--- src/rtl/seg7_scan_decoder.sv ---
// Loopback monitor for a multiplexed active-low 7-segment bus: synchronizes the
// pins, waits for a stable window, then decodes the lit digit back to BCD.
module seg7_scan_decoder #(
   parameter int unsigned DIGITS     = 4,
   parameter int unsigned STABLE_CYC = 16
) (
   input  logic                  clk,
   input  logic                  rst_n,
   input  logic [6:0]            seg_in,
   input  logic [DIGITS-1:0]     an_in,
   input  logic                  clear,
   output logic [4*DIGITS-1:0]   digits_out,
   output logic [DIGITS-1:0]     digit_valid,
   output logic                  bad_pattern,
   output logic                  frame_done
);

   localparam int unsigned W = DIGITS + 7;

   logic [W-1:0]        sync1;
   logic [W-1:0]        smp;
   logic [W-1:0]        prev;
   logic [7:0]          cnt;
   logic                capture;
   logic                cap_q;
   logic [W-1:0]        cap_data;

   logic [DIGITS-1:0]   an_low;
   logic [6:0]          cap_seg;
   logic                multi_low;
   logic [DIGITS-1:0]   seen;
   logic [DIGITS-1:0]   seen_nxt;
   logic [4*DIGITS-1:0] digits_nxt;
   logic [DIGITS-1:0]   valid_nxt;
   logic                bad_nxt;
   logic                frame_nxt;

   // Returns {legal, blank, bcd[3:0]}
   function automatic logic [5:0] decode(input logic [6:0] s);
      logic [5:0] r;
      case (s)
         7'b1000000: r = {2'b10, 4'd0};
         7'b1111001: r = {2'b10, 4'd1};
         7'b0100100: r = {2'b10, 4'd2};
         7'b0110000: r = {2'b10, 4'd3};
         7'b0011001: r = {2'b10, 4'd4};
         7'b0010010: r = {2'b10, 4'd5};
         7'b0000010: r = {2'b10, 4'd6};
         7'b1111000: r = {2'b10, 4'd7};
         7'b0000000: r = {2'b10, 4'd8};
         7'b0010000: r = {2'b10, 4'd9};
         7'b1111111: r = {2'b01, 4'd0};
         default:    r = {2'b00, 4'd0};
      endcase
      return r;
   endfunction

   // Saturated count after reset: a held pattern never re-fires until the input changes.
   assign capture = (smp == prev) && (cnt == 8'(STABLE_CYC - 1));

   always_ff @(posedge clk or negedge rst_n) begin
      if (!rst_n) begin
         sync1    <= '1;
         smp      <= '1;
         prev     <= '1;
         cnt      <= 8'(STABLE_CYC);
         cap_q    <= 1'b0;
         cap_data <= '1;
      end else begin
         sync1 <= {an_in, seg_in};
         smp   <= sync1;
         prev  <= smp;
         if (smp != prev)
            cnt <= '0;
         else if (cnt != 8'(STABLE_CYC))
            cnt <= cnt + 8'd1;
         cap_q <= capture;
         if (capture)
            cap_data <= smp;
      end
   end

   assign an_low    = ~cap_data[W-1:7];
   assign cap_seg   = cap_data[6:0];
   assign multi_low = |(an_low & (an_low - DIGITS'(1)));

   always_comb begin
      logic [5:0]        dec;
      logic [DIGITS-1:0] seen_or;
      digits_nxt = digits_out;
      valid_nxt  = digit_valid;
      bad_nxt    = bad_pattern;
      seen_nxt   = seen;
      frame_nxt  = 1'b0;
      dec        = decode(cap_seg);
      seen_or    = seen | an_low;
      if (clear) begin
         valid_nxt = '0;
         seen_nxt  = '0;
         bad_nxt   = 1'b0;
      end else if (cap_q && (an_low != '0)) begin
         if (multi_low) begin
            bad_nxt = 1'b1;
         end else begin
            for (int unsigned i = 0; i < DIGITS; i++) begin
               if (an_low[i]) begin
                  if (dec[5]) begin
                     digits_nxt[4*i +: 4] = dec[3:0];
                     valid_nxt[i]         = 1'b1;
                  end else begin
                     valid_nxt[i] = 1'b0;
                     if (!dec[4])
                        bad_nxt = 1'b1;
                  end
               end
            end
            if (&seen_or) begin
               frame_nxt = 1'b1;
               seen_nxt  = '0;
            end else begin
               seen_nxt = seen_or;
            end
         end
      end
   end

   always_ff @(posedge clk or negedge rst_n) begin
      if (!rst_n) begin
         digits_out  <= '0;
         digit_valid <= '0;
         bad_pattern <= 1'b0;
         frame_done  <= 1'b0;
         seen        <= '0;
      end else begin
         digits_out  <= digits_nxt;
         digit_valid <= valid_nxt;
         bad_pattern <= bad_nxt;
         frame_done  <= frame_nxt;
         seen        <= seen_nxt;
      end
   end

endmodule

--- config.mk ---
export PLATFORM = sky130hd
export DESIGN_NAME = seg7_scan_decoder
export DESIGN_NICKNAME = d
export VERILOG_FILES = /design/src/rtl/seg7_scan_decoder.sv
export SDC_FILE = /design/constraint.sdc
export NUM_CORES = 1
export LEC_CHECK = 0
export ABC_AREA = 1
export CORE_UTILIZATION = 58
export CTS_BUF_LIST = sky130_fd_sc_hd__clkbuf_4 sky130_fd_sc_hd__clkbuf_8
export DETAILED_ROUTE_END_ITERATION = 16
export PLACE_DENSITY = 0.87
export SYNTH_ARGS = -nofsm -noshare
export SYNTH_HDL_FRONTEND = slang
export SYNTH_SLANG_ARGS = --single-unit
--- constraint.sdc ---
create_clock -name clk -period 1.7 [get_ports clk]
set_input_delay 0.425 -clock clk [delete_from_list [all_inputs] [get_ports clk]]
set_output_delay 0.425 -clock clk [all_outputs]
set_load 0.005 [all_outputs]
Word-level counts from Yosys, hierarchy flattened
Cells that the tools add are included.
{"block": "op_classes", "reduce_logical": 21, "n_eq_ne": 15, "n_bitwise": 5, "muxes": 34, "n_addsub": 2}
{"cell": "6-bit case mux with 11 select lines", "n": 1}
{"cell": "7-bit equality test (second input constant)", "n": 4}
{"cell": "4-bit 2-to-1 mux", "n": 7}
{"cell": "1-bit 2-to-1 mux", "n": 24}
{"cell": "7-bit by 5-bit equality test with 1-bit output (second input constant)", "n": 3}
{"cell": "5-bit AND reduction", "n": 4}
{"cell": "8-bit 2-to-1 mux", "n": 2}
{"cell": "7-bit by 6-bit equality test with 1-bit output (second input constant)", "n": 2}
{"cell": "3-bit AND reduction", "n": 4}
{"cell": "2-bit nonzero test", "n": 6}
{"cell": "11-bit equality test", "n": 1}
{"cell": "11-bit != test", "n": 1}
{"cell": "8-bit by 1-bit adder with 8-bit output (second input constant)", "n": 1}
{"cell": "8-bit by 4-bit equality test with 1-bit output (second input constant)", "n": 1}
{"cell": "8-bit by 5-bit != test with 1-bit output (second input constant)", "n": 1}
{"cell": "7-bit by 2-bit equality test with 1-bit output (second input constant)", "n": 1}
{"cell": "7-bit logical NOT", "n": 1}
{"cell": "4-bit bitwise AND", "n": 1}
{"cell": "4-bit NOT", "n": 1}
{"cell": "4-bit bitwise OR", "n": 1}
{"cell": "4-bit AND reduction", "n": 1}
{"cell": "4-bit nonzero test", "n": 1}
{"cell": "4-bit OR reduction", "n": 1}
{"cell": "4-bit by 1-bit subtractor with 4-bit output (second input constant)", "n": 1}
{"cell": "4 further kinds", "n": 6}
{"block": "totals", "output_inout_bits": 22, "reg_bits": 79}

Depth between registers and ports, before layout
Gate-level depths: netlist (run 1).
{"block": "depth", "depth_word": 17, "ltp_mapped": 11}

Worst setup path before layout (run 1)
No wires, ideal clock.
{"block": "synth_path", "path_type": "register to register", "start": "reg cap_data[6]", "end": "reg digit_valid[0]", "stages_incl_launch_ff": 11, "required_time_ns": 1.584, "t_arrival_ns": 1.358, "setup_ns": 0.116, "n_path_buf": 1, "path_slack_ns": 0.226, "cell_sequence": "dfstp_2 -> inv_1 -> nand3_2 -> inv_1 -> nand3_1 -> nand2_1 -> nor2_2 -> nand2_4 -> buf_8 -> o21ai_2 -> inv_1"}
{"block": "synth_via", "elab_chain_cells": 7, "elab_cells_between_ends": 17}
{"item": "from (decl)", "line_no": "26", "rtl": "logic [W-1:0] cap_data;"}
{"item": "from (signal assigned)", "line_no": "79", "rtl": "cap_data <= smp;"}
{"item": "7-bit equality test, or another cell as far along", "line_no": "41", "rtl": "case (s)"}
{"item": "6-bit case mux with 11 select lines *", "line_no": "41"}
{"item": "1-bit 2-to-1 mux *", "line_no": "107", "rtl": "if (dec[5]) begin"}
{"item": "1-bit 2-to-1 mux *", "line_no": "106", "rtl": "if (an_low[i]) begin"}
{"item": "4-bit 2-to-1 mux *", "line_no": "102", "rtl": "if (multi_low) begin"}
{"item": "4-bit 2-to-1 mux *", "line_no": "101", "rtl": "end else if (cap_q && (an_low != '0)) begin"}
{"item": "4-bit 2-to-1 mux *", "line_no": "97", "rtl": "if (clear) begin"}
{"item": "to (signal assigned)", "line_no": "136", "rtl": "digit_valid <= valid_nxt;"}
{"item": "to (decl)", "line_no": "13", "rtl": "output logic [DIGITS-1:0] digit_valid,"}
Every way passes the cells marked *; elsewhere a longest branch is shown, timed or not. The select of a mux whose other input is x is not followed.
A chain may end at the register's enable or synchronous reset.

Worst setup path after layout (run 1)
{"block": "layout_path", "start": "reg cap_data[5]", "end": "reg digits_out[13]"}
{"block": "layout_via", "elab_chain_cells": 3, "elab_cells_between_ends": 13}
{"item": "7-bit equality test, or another cell as far along", "line_no": "41"}
{"item": "6-bit case mux with 11 select lines *", "line_no": "41"}
{"item": "5-bit AND reduction (no source line)"}
{"item": "to (signal assigned)", "line_no": "135", "rtl": "digits_out <= digits_nxt;"}
{"item": "to (decl)", "line_no": "12", "rtl": "output logic [4*DIGITS-1:0] digits_out,"}
Every way passes the cells marked *; elsewhere a longest branch is shown, timed or not.

==> key figures, run 1 <==
Power and ir drop
  • P_leak: 0.002045 uW
  • Max IR drop VDD: 625.8 uV
  • Cell area power density: 827.8 nW/um^2

Logic synthesis
  • Sequential fraction of the synthesis area: 58.39%
  • #FFs+latches synth: 79
  • Area share of the largest cell type after synthesis: 33.96%
  • Yosys Warn Count: 0
  • Synth area leader: dfstp_2
  • Mapped Nets: 382
  • Synthesized area per cell: 9.514 sq um
  • Gate count after technology mapping: 366
  • Top post-synthesis cells by area: dfstp_2 34%, dfrtp_1 24%, nand2_1 8.8%, nand4_1 5.7%, inv_1 4.5%
  • Mapped Area: 3482 sq um
  • Yosys cell types: 33

STA
  • Relative slew slack: 73.91%
  • FMAX: 515.7 MHz
  • Final critical-path share of the clock period: 114.1%
  • Worst-Margin Slew: 0.3913 ns
  • Min Clock Period, post-route: 1.939 ns
  • Final setup fails: 23
  • Hold WS: 0.1069 ns
  • Post-Route Skew: 0.01088 ns
  • RSZ-0062 raised after global routing: true
  • Final worst slack: -0.2392 ns
  • Hold Violations, Final: 0
  • Final Slew Violations: 0

Setup path
  • Worst endpoint required time: 1.98 ns
  • Crit Path Class: flip-flop to flip-flop
  • Worst flop-to-flop path endpoint: digits_out[13]
  • Crit-path max FO: 7
  • Worst reg2reg startpoint: cap_data[5]
  • R2R Setup Slk: -0.24 ns
  • Critical path startpoint category: flip-flop
  • CP Capture Type: flip-flop
  • Worst Reg-to-Reg Cells: 10
  • Worst EP arrival: 2.22 ns

Die
  • Core Box Area: 5642 sq um
  • # IOs: 36
  • Initial Utilization: 61.72%
  • Rows: 27
  • Chip height: 79.48 um
  • DIE AREA: 6317 sq um
  • Die X: 79.48 um

GRT
  • Largest net degree at the start of global routing: 80
  • First-pass GRT wire length: 12280 um
  • Gr ovfl total: 0
  • Initial antenna violation count: 0
  • Vias in the first global route: 2744
  • All-Layer GR Usage: 25.81%

Route
  • Pre-antenna DRT Iters: 6
  • WL per Instance: 17.84 um
  • DR vias: 3093
  • Initial DRC count: 457
  • Routed WL: 9222 um
  • # DRC: 0
  • Via-to-Cell Ratio: 5.983
  • Final ANT Viol Nets: 0

Finish
  • Layout area overhead: 31.15%
  • Inserted Diodes: 0
  • Share of layout cells above drive strength 1: 32.81%
  • Most frequent cells in the layout: 75 x nand2_1, 45 x dfstp_2, 35 x inv_1
  • Fill cells: 279
  • Fin util: 80.95%
  • Leading cell type in the layout, fill and taps excluded: nand2_1
  • Layout Nets: 456

Clock tree
  • Clock latency on the worst-skew pair: 0.35 ns
  • Clk root buf: clkbuf_8
  • CTS Buffer Depth: 2
  • TritonCTS clock tree: done
  • Clock slew at reported path FFs: 0.09 ns
  • Clock sinks: 79
  • CTS Buf Count: 9
  • H-Tree Depth: 3

Placement
  • Place WS: -0.02340 ns
  • DP HPWL: 4631 um
  • Gpl congestion: 0.8817
  • I/O Buffers: 35

Flow run
  • Max-cap violations: 0

Status
  • Outcome: complete, but fails checks
  • Failing checks: negative setup slack

Hold path
  • Hold WC Path Type: input pin to asynchronous set/reset pin
## metal layers
layer,global-route usage (%),wire [um],vias to the layer above
met4,13.64,585,0
met3,3.314,680,73
met1,32.33,3386,1463
met2,43.59,4570,212
li1,-,-,1345
met5,0,0,-
## final cells by class
type / instances / area [sq um] / area share (%)
clock buffers: 10 / 131.4 / 2.877
clock inverters: 6 / 108.9 / 2.384
inverters: 43 / 161.4 / 3.534
multi-input cells: 236 / 1341 / 29.37
flip-flops and latches: 79 / 2033 / 44.52
well taps: 72 / 90.09 / 1.973
repair buffers: 71 / 700.7 / 15.34
## metrics by stage
stage,instance area [sq um],TNS [ns],instances,total power (uW)
after floorplan,3482,0,366,2046
after global placement,3963,0,476,2131
after detailed placement,3963,-0.08461,476,2137
after CTS,4268,0,497,3776
after global routing,4567,-4.279,517,3886
final,4567,-3.232,517,3780
## repair_timing
action | in CTS | in global routing
pin swaps | 3 | 23
setup endpoints to repair | 18 | 27
buffers inserted | 4 | 19
resized for setup | 7 | 35
hold buffers | 0 | 0
cloned | 1 | 1
## Yosys cell counts
| master | number |
|---|---|
| a21oi_1 | 8 |
| a31oi_1 | 1 |
| and2_0 | 1 |
| and2_1 | 1 |
| buf_2 | 2 |
| buf_6 | 3 |
| buf_8 | 1 |
| clkbuf_1 | 3 |
| dfrtp_1 | 34 |
| dfstp_2 | 45 |
| ha_1 | 2 |
| inv_1 | 42 |
| inv_2 | 1 |
| nand2_1 | 82 |
| nand2_2 | 2 |
| nand2_4 | 1 |
| nand3_1 | 25 |
| nand3_2 | 2 |
| nand3b_1 | 1 |
| nand4_1 | 32 |
| nor2_1 | 29 |
| nor2_2 | 8 |
| nor2_4 | 1 |
| nor3_1 | 11 |
| nor3_2 | 1 |
| nor4_1 | 1 |
| o21ai_0 | 5 |
| o21ai_1 | 1 |
| o21ai_2 | 4 |
| o21ai_4 | 1 |
| or2_2 | 2 |
| xnor2_1 | 3 |
| xor2_1 | 10 |
## worst max-delay path, cell delays in order, from the launching register on
cell and delay [ns]:
dfstp_2 0.59, buf_4 0.15, nand2_1 0.09, nor2_1 0.20
nand2_1 0.17, nand3_4 0.11, nor2_4 0.07, nand2_4 0.12
buf_6 0.14, nand4_1 0.11, nand2_1 0.12
## state kept, by name (all words and copies together), names as in the netlist
signal and count:
digits_out 16, cap_data 11, prev 11, smp 11
sync1 11, cnt 8, digit_valid 4, seen 4
bad_pattern 1, cap_q 1, frame_done 1
## report_power, final
part           total, uW  internal [uW]  switching, uW  leakage (uW)
clock               1670            990            685      0.000124
sequential          1980           1950           26.5      0.000946
combinational        127           54.6           72.7      0.000976
## how the worst max path moves through the flow
| stage | from | endpoint | cells after the start |
|---|---|---|---|
| after global routing | cap_data[5] | digits_out[8] | 10 |
| after detailed placement | cap_data[6] | digits_out[14] | 9 |
| final | cap_data[5] | digits_out[13] | 10 |
| after CTS | cap_data[1] | digit_valid[0] | 10 |
| after global placement | cap_data[6] | digit_valid[2] | 10 |
| after floorplan | cap_data[6] | digit_valid[0] | 10 |
## logic make-up after synthesis
kind of cell | Yosys count | synth area share [%]
buf+inv | 52 | 6.647
simple gates | 200 | 27.31
compound gates | 20 | 3.665
fa+ha+maj | 2 | 0.7185
xor+xnor | 13 | 3.270
flops | 79 | 58.39
Note: power is estimated with default switching activity, not from simulation.
==> run 2: changes to the inputs <==
==> config.mk (replaced) <==
export PLATFORM = sky130hd
export DESIGN_NAME = seg7_scan_decoder
export DESIGN_NICKNAME = d
export VERILOG_FILES = /design/src/rtl/seg7_scan_decoder.sv
export SDC_FILE = /design/constraint.sdc
export NUM_CORES = 1
export LEC_CHECK = 0
export ABC_AREA = 1
export CORE_UTILIZATION = 56
export CTS_BUF_LIST = sky130_fd_sc_hd__clkbuf_16
export DETAILED_ROUTE_END_ITERATION = 16
export PLACE_DENSITY = 0.85
export SYNTH_ARGS = -nofsm -noshare
export SYNTH_HDL_FRONTEND = slang
export SYNTH_SLANG_ARGS = --single-unit
==> run 2 against run 1 <==
Against the previous run:
- the flow still finishes with violations (negative setup slack)
- combinational power about the same
- worst setup slack better by 0.040 ns
- flip-flop and latch count unchanged
- die area is 3.5% higher
- critical path type unchanged
==> key figures, run 2 (synthesis results as in run 1) <==
Status
  • Outcome: complete, but fails checks
  • Failing checks: negative setup slack

Clock tree
  • Clock slew at reported path FFs: 0.07 ns
  • TritonCTS clock tree: done
  • Clk root buf: clkbuf_16
  • Clock sinks: 79
  • CTS Buf Count: 9
  • H-Tree Depth: 3
  • Clock latency on the worst-skew pair: 0.33 ns
  • CTS Buffer Depth: 2
  • Cts hold-fix bufs: 0

Setup path
  • Crit-path max FO: 10
  • Crit Path Class: flip-flop to flip-flop
  • Worst EP arrival: 2.16 ns
  • CP Capture Type: flip-flop
  • Worst reg2reg startpoint: cap_data[4]
  • CP Buf/Inv Count: 3
  • Worst flop-to-flop path endpoint: digits_out[10]
  • Worst Reg-to-Reg Cells: 11
  • Highest-delay cell along the critical path: dfstp_2
  • R2R Setup Slk: -0.20 ns
  • Crit-path max cell delay: 0.58 ns
  • Critical path depth in cells: 11
  • Crit-path cells: nand2_1 -> inv_1 -> nand2_1 -> nor2_2 -> inv_1 -> nand2_2 -> nor2_4 -> buf_4 -> nand2_8 -> nand4_1 -> nand2_1
  • Critical path startpoint category: flip-flop
  • Critical path's most frequent cell: nand2_1
  • Worst Setup SP: cap_data[4]
  • Setup crit end: digits_out[10]
  • Worst endpoint required time: 1.96 ns
  • Cell family with most CP delay: simple AND/OR/NAND/NOR gates

Finish
  • Top reg by flops: digits_out
  • Share of layout cells above drive strength 1: 30.50%
  • Most frequent cells in the layout: 76 x nand2_1, 45 x dfstp_2, 39 x inv_1
  • Max FFs per register: 16
  • Layout Nets: 447
  • Leading cell type in the layout, fill and taps excluded: nand2_1
  • Fin cells: 511
  • Multi-input logic area: 1356 sq um
  • Sequential cell area: 2033 sq um
  • Layout area overhead: 30.87%
  • Inserted Diodes: 0
  • Fill cells: 380
  • Fin util: 76.51%

Power and ir drop
  • Cell area power density: 942.4 nW/um^2
  • Switching fraction of total power: 19.30%
  • Power Internal: 3465 uW
  • Logic gate share of total power: 3.0%
  • Clock power frac: 50.9%
  • Max IR drop VDD: 799.0 uV
  • Psw: 828.9 uW
  • Tot Pwr: 4294 uW
  • Flop pwr share: 46.1%
  • P_leak: 0.002053 uW

Route
  • Final ANT Viol Nets: 0
  • Routed WL: 8421 um
  • # DRC: 0
  • Via-to-Cell Ratio: 5.824
  • Pre-antenna DRT Iters: 5
  • DR vias: 2976
  • WL per Instance: 16.48 um
  • Initial DRC count: 376

STA
  • Final setup TNS: -2.469 ns
  • Min Clock Period, post-route: 1.900 ns
  • Post-Route Skew: 0.01017 ns
  • RSZ-0062 raised after global routing: true
  • Worst-Margin Slew: 0.4114 ns
  • Relative slew slack: 72.32%
  • Final setup fails: 21
  • Final worst slack: -0.1996 ns
  • Hold Violations, Final: 0
  • FMAX: 526.4 MHz
  • Final Slew Violations: 0
  • Final critical-path share of the clock period: 111.7%

GRT
  • First-pass GRT wire length: 12740 um
  • Largest net degree at the start of global routing: 80
  • All-Layer GR Usage: 26.01%
  • Initial antenna violation count: 0
  • Vias in the first global route: 2860
  • Gr ovfl total: 0

Die
  • Initial Utilization: 58.47%
  • Die X: 80.86 um
  • Chip height: 80.86 um
  • # IOs: 36
  • Rows: 28
  • Core Box Area: 5956 sq um
  • DIE AREA: 6538 sq um

Placement
  • DP HPWL: 4585 um
  • I/O Buffers: 35
  • Gpl congestion: 0.8386
  • Place WS: -0.04489 ns
  • Placed insts: 479

Flow run
  • Max-cap violations: 0

Hold path
  • Hold WC Path Type: input pin to asynchronous set/reset pin
run 2: how the worst min path moves through the flow:
stage | from | endpoint | slack (ns) | depth (start not counted)
after detailed placement | sync1[2] | smp[2] | 0.35 | 0
after global placement | sync1[4] | smp[4] | 0.35 | 0
final | rst_n | cnt[0] | 0.12 | 2
after CTS | rst_n | cnt[7] | 0.14 | 2
after global routing | rst_n | digits_out[11] | 0.17 | 2
after floorplan | rst_n | bad_pattern | 0.13 | 0
run 2: worst register-to-register path, stage by stage, from the launching register on:
cell and delay (ns):
dfstp_2 0.58, nand2_1 0.10, inv_1 0.08, nand2_1 0.06, nor2_2 0.24, inv_1 0.11
nand2_2 0.10, nor2_4 0.06, buf_4 0.17, nand2_8 0.10, nand4_1 0.12, nand2_1 0.13
run 2: what timing repair did:
action / CTS / global route
pin swaps: 3 / 9
gates resized for setup: 4 / 35
endpoints found under the setup margin: 24 / 27
buffers inserted: 5 / 8
gates cloned: 2 / 1
run 2: metal layers:
metal  part of all wire (%)  vias to the layer above  routed length (um)  track usage [%]
met5                      0                        -                   0                0
met4                    5.1                        0                 429            15.71
met3                    7.7                       58                 647            5.843
met2                     49                      186                4107            41.60
met1                     38                     1405                3237            32.17
li1                       -                     1327                   -                -
run 2: layout make-up:
cell class | count | share of cell area [%]
tap | 75 | 2.059
clock inverter | 5 | 1.675
multi-input combinational | 238 | 29.76
inverter | 43 | 3.542
sequential | 79 | 44.62
clock buffer | 11 | 6.041
timing repair buffer | 60 | 12.30
run 2: metrics by stage:
stage / hold WS, ns / cell area [sq um]
2_1_floorplan: 0.1294 / 3482
3_3_place_gp: 0.3455 / 3954
3_5_place_dp: 0.3468 / 3954
4_1_cts: 0.1444 / 4375
5_1_grt: 0.1715 / 4557
6_report: 0.1215 / 4557
run 2: power by group through the flow:
| stage | Sequential, uW | Combinational [uW] | Clock, uW |
|---|---|---|---|
| 2_1_floorplan | 2000 | 42.5 | 0 |
| 3_3_place_gp | 2010 | 124 | 0 |
| 3_5_place_dp | 2010 | 127 | 0 |
| 4_1_cts | 1980 | 129 | 2190 |
| 5_1_grt | 1980 | 147 | 2290 |
| 6_report | 1980 | 128 | 2190 |
==> run 3: changes to the inputs <==
--- a/config.mk
+++ b/config.mk
@@ -10,6 +10,8 @@
 export CTS_BUF_LIST = sky130_fd_sc_hd__clkbuf_16
 export DETAILED_ROUTE_END_ITERATION = 16
 export PLACE_DENSITY = 0.85
+export SKIP_CTS_REPAIR_TIMING = 1
+export SLEW_MARGIN = 20
 export SYNTH_ARGS = -nofsm -noshare
 export SYNTH_HDL_FRONTEND = slang
 export SYNTH_SLANG_ARGS = --single-unit
==> run 3 against run 2 <==
Against the previous run:
- the flow still finishes with violations (negative setup slack)
- global-route usage is 1.8 points lower
- register-to-register slack better by 0.08 ns
- clock power hardly changed
- design area is 1.3% higher
- fmax is 4.4% higher
- flip-flop and latch count stayed put
- die area stayed put
- final cell count is 0.78% higher
- worst hold slack better by 0.013 ns
- critical path depth is 4 lower
- non-clock buffer count is 5 higher
==> key figures, run 3 (synthesis results as in run 1) <==
Setup path
  • Worst endpoint required time: 1.97 ns
  • Highest-delay cell along the critical path: dfstp_2
  • Crit-path max FO: 10
  • CP Buf/Inv Count: 1
  • Crit-path max cell delay: 0.63 ns
  • Crit-path cells: nand3_1 -> a21oi_1 -> nor2_4 -> buf_4 -> nand2_4 -> nand4_1 -> nand2_1
  • Worst EP arrival: 2.09 ns
  • Cell family with most CP delay: flip-flops
  • Critical path startpoint category: flip-flop
  • CP Capture Type: flip-flop
  • Crit Path Class: flip-flop to flip-flop

STA
  • Final worst slack: -0.1188 ns
  • Final Slew Violations: 0
  • Relative slew slack: 71.47%
  • Hold WS: 0.1347 ns
  • Min Clock Period, post-route: 1.819 ns
  • Hold Violations, Final: 0
  • Post-Route Skew: 0.005302 ns
  • FMAX: 549.8 MHz
  • Final setup fails: 20
  • Final critical-path share of the clock period: 107.0%
  • RSZ-0062 raised after global routing: true
  • Worst-Margin Slew: 0.4280 ns

Route
  • Met3 wire length: 647 um
  • Met1 WL: 3287 um
  • Initial DRC count: 332
  • Via-to-Cell Ratio: 5.874
  • Final ANT Viol Nets: 0
  • Highest metal used: met4
  • DR vias: 3025
  • Pre-antenna DRT Iters: 5
  • WL per Instance: 17.25 um
  • Routed WL: 8884 um
  • Routed wl met2: 4539 um
  • # DRC: 0

Die
  • DIE AREA: 6538 sq um
  • Rows: 28
  • Chip height: 80.86 um
  • Die X: 80.86 um
  • Initial Utilization: 58.47%
  • # IOs: 36
  • Core Box Area: 5956 sq um

Clock tree
  • H-Tree Depth: 3
  • Clk root buf: clkbuf_16
  • Clock slew at reported path FFs: 0.06 ns
  • Clock latency on the worst-skew pair: 0.33 ns
  • TritonCTS clock tree: done
  • CTS Buffer Depth: 2
  • Clock sinks: 79
  • CTS Buf Count: 9

Power and ir drop
  • P_leak: 0.002062 uW
  • Power Internal: 3465 uW
  • Max IR drop VDD: 791.3 uV
  • Tot Pwr: 4302 uW
  • Cell area power density: 931.8 nW/um^2
  • Flop pwr share: 46.1%
  • Switching fraction of total power: 19.45%
  • Logic gate share of total power: 3.0%
  • Clock power frac: 50.9%
  • Psw: 836.6 uW

Placement
  • DP HPWL: 4585 um
  • Post-place instance area: 3954 sq um
  • I/O Buffers: 35
  • Gpl congestion: 0.8386

Finish
  • Inserted Diodes: 0
  • Most frequent cells in the layout: 76 x nand2_1, 45 x dfstp_2, 38 x inv_1
  • Top reg by flops: digits_out
  • Max FFs per register: 16
  • Fill cells: 355
  • Leading cell type in the layout, fill and taps excluded: nand2_1
  • Layout Nets: 451
  • Share of layout cells above drive strength 1: 32.05%
  • Layout area overhead: 32.59%
  • Post-route design area: 4617 sq um

GRT
  • Gr ovfl total: 0
  • Initial antenna violation count: 0
  • First-pass GRT wire length: 11980 um
  • Largest net degree at the start of global routing: 80
  • All-Layer GR Usage: 24.25%
  • Vias in the first global route: 2747

Status
  • Outcome: complete, but fails checks
  • Failing checks: negative setup slack

Hold path
  • Hold WC Path Type: input pin to asynchronous set/reset pin

Flow run
  • Max-cap violations: 0
[run 3: changes by cell type in the layout (fill, tap and decap cells not counted), moves of 2 or more]
cell and change:
buf_12 +2, nand2_2 +2, buf_4 +3, o21ai_1 -2, nor2_1 -2, o21ai_2 +2
[run 3: layout make-up]
type,instances,area (sq um),area share (%)
clock buffers,11,275.3,5.962
flip-flops and latches,79,2033,44.04
repair buffers,65,636.9,13.79
multi-input cells,237,1340,29.02
inverters,43,161.4,3.496
clock inverters,5,76.32,1.653
well taps,75,93.84,2.033
[run 3: power groups by stage]
stage                     registers [uW]  logic (uW)  clock network (uW)
after floorplan                     2000        42.5                   0
after global placement              2010         124                   0
after detailed placement            2010         127                   0
after CTS                           1980         128                2190
after global routing                1980         146                2310
final                               1980         129                2190
[run 3: through the flow]
step	utilization (%)	setup slack, ns	TNS [ns]	cells
2_1_floorplan	-	0.2262	0	366
3_3_place_gp	66.39	0.02055	0	479
3_5_place_dp	66.39	-0.04489	-0.2353	479
4_1_cts	72.29	-0.09889	-1.469	495
5_1_grt	77.52	-0.2080	-3.571	515
6_report	77.52	-0.1188	-1.755	515
[run 3: worst paths after layout]
path / start / end / slack (ns) / cells after the start
worst max register to register: cap_data[1] / digits_out[10] / -0.12 / 7
worst min register to register: sync1[1] / smp[1] / 0.35 / 0
min in group clk: sync1[1] / smp[1] / 0.35 / 0
worst min-delay path: rst_n / cnt[7] / 0.13 / 2
worst max-delay path: cap_data[1] / digits_out[10] / -0.12 / 7
max in group asynchronous: rst_n / cap_data[6] / 1.23 / 2
[run 3: per-layer routing]
metal | vias to the layer above | GRT usage, %
met5 | - | 0
met4 | 0 | 11.96
met3 | 60 | 5.393
met2 | 186 | 39.75
met1 | 1440 | 30.31
li1 | 1339 | -
[run 3: worst register-to-register path: cells and delay by family, from the launching register on]
family	cells	cell delay, ns
compound gates	1	0.38
buf+inv	1	0.16
flops	1	0.63
simple gates	5	0.59
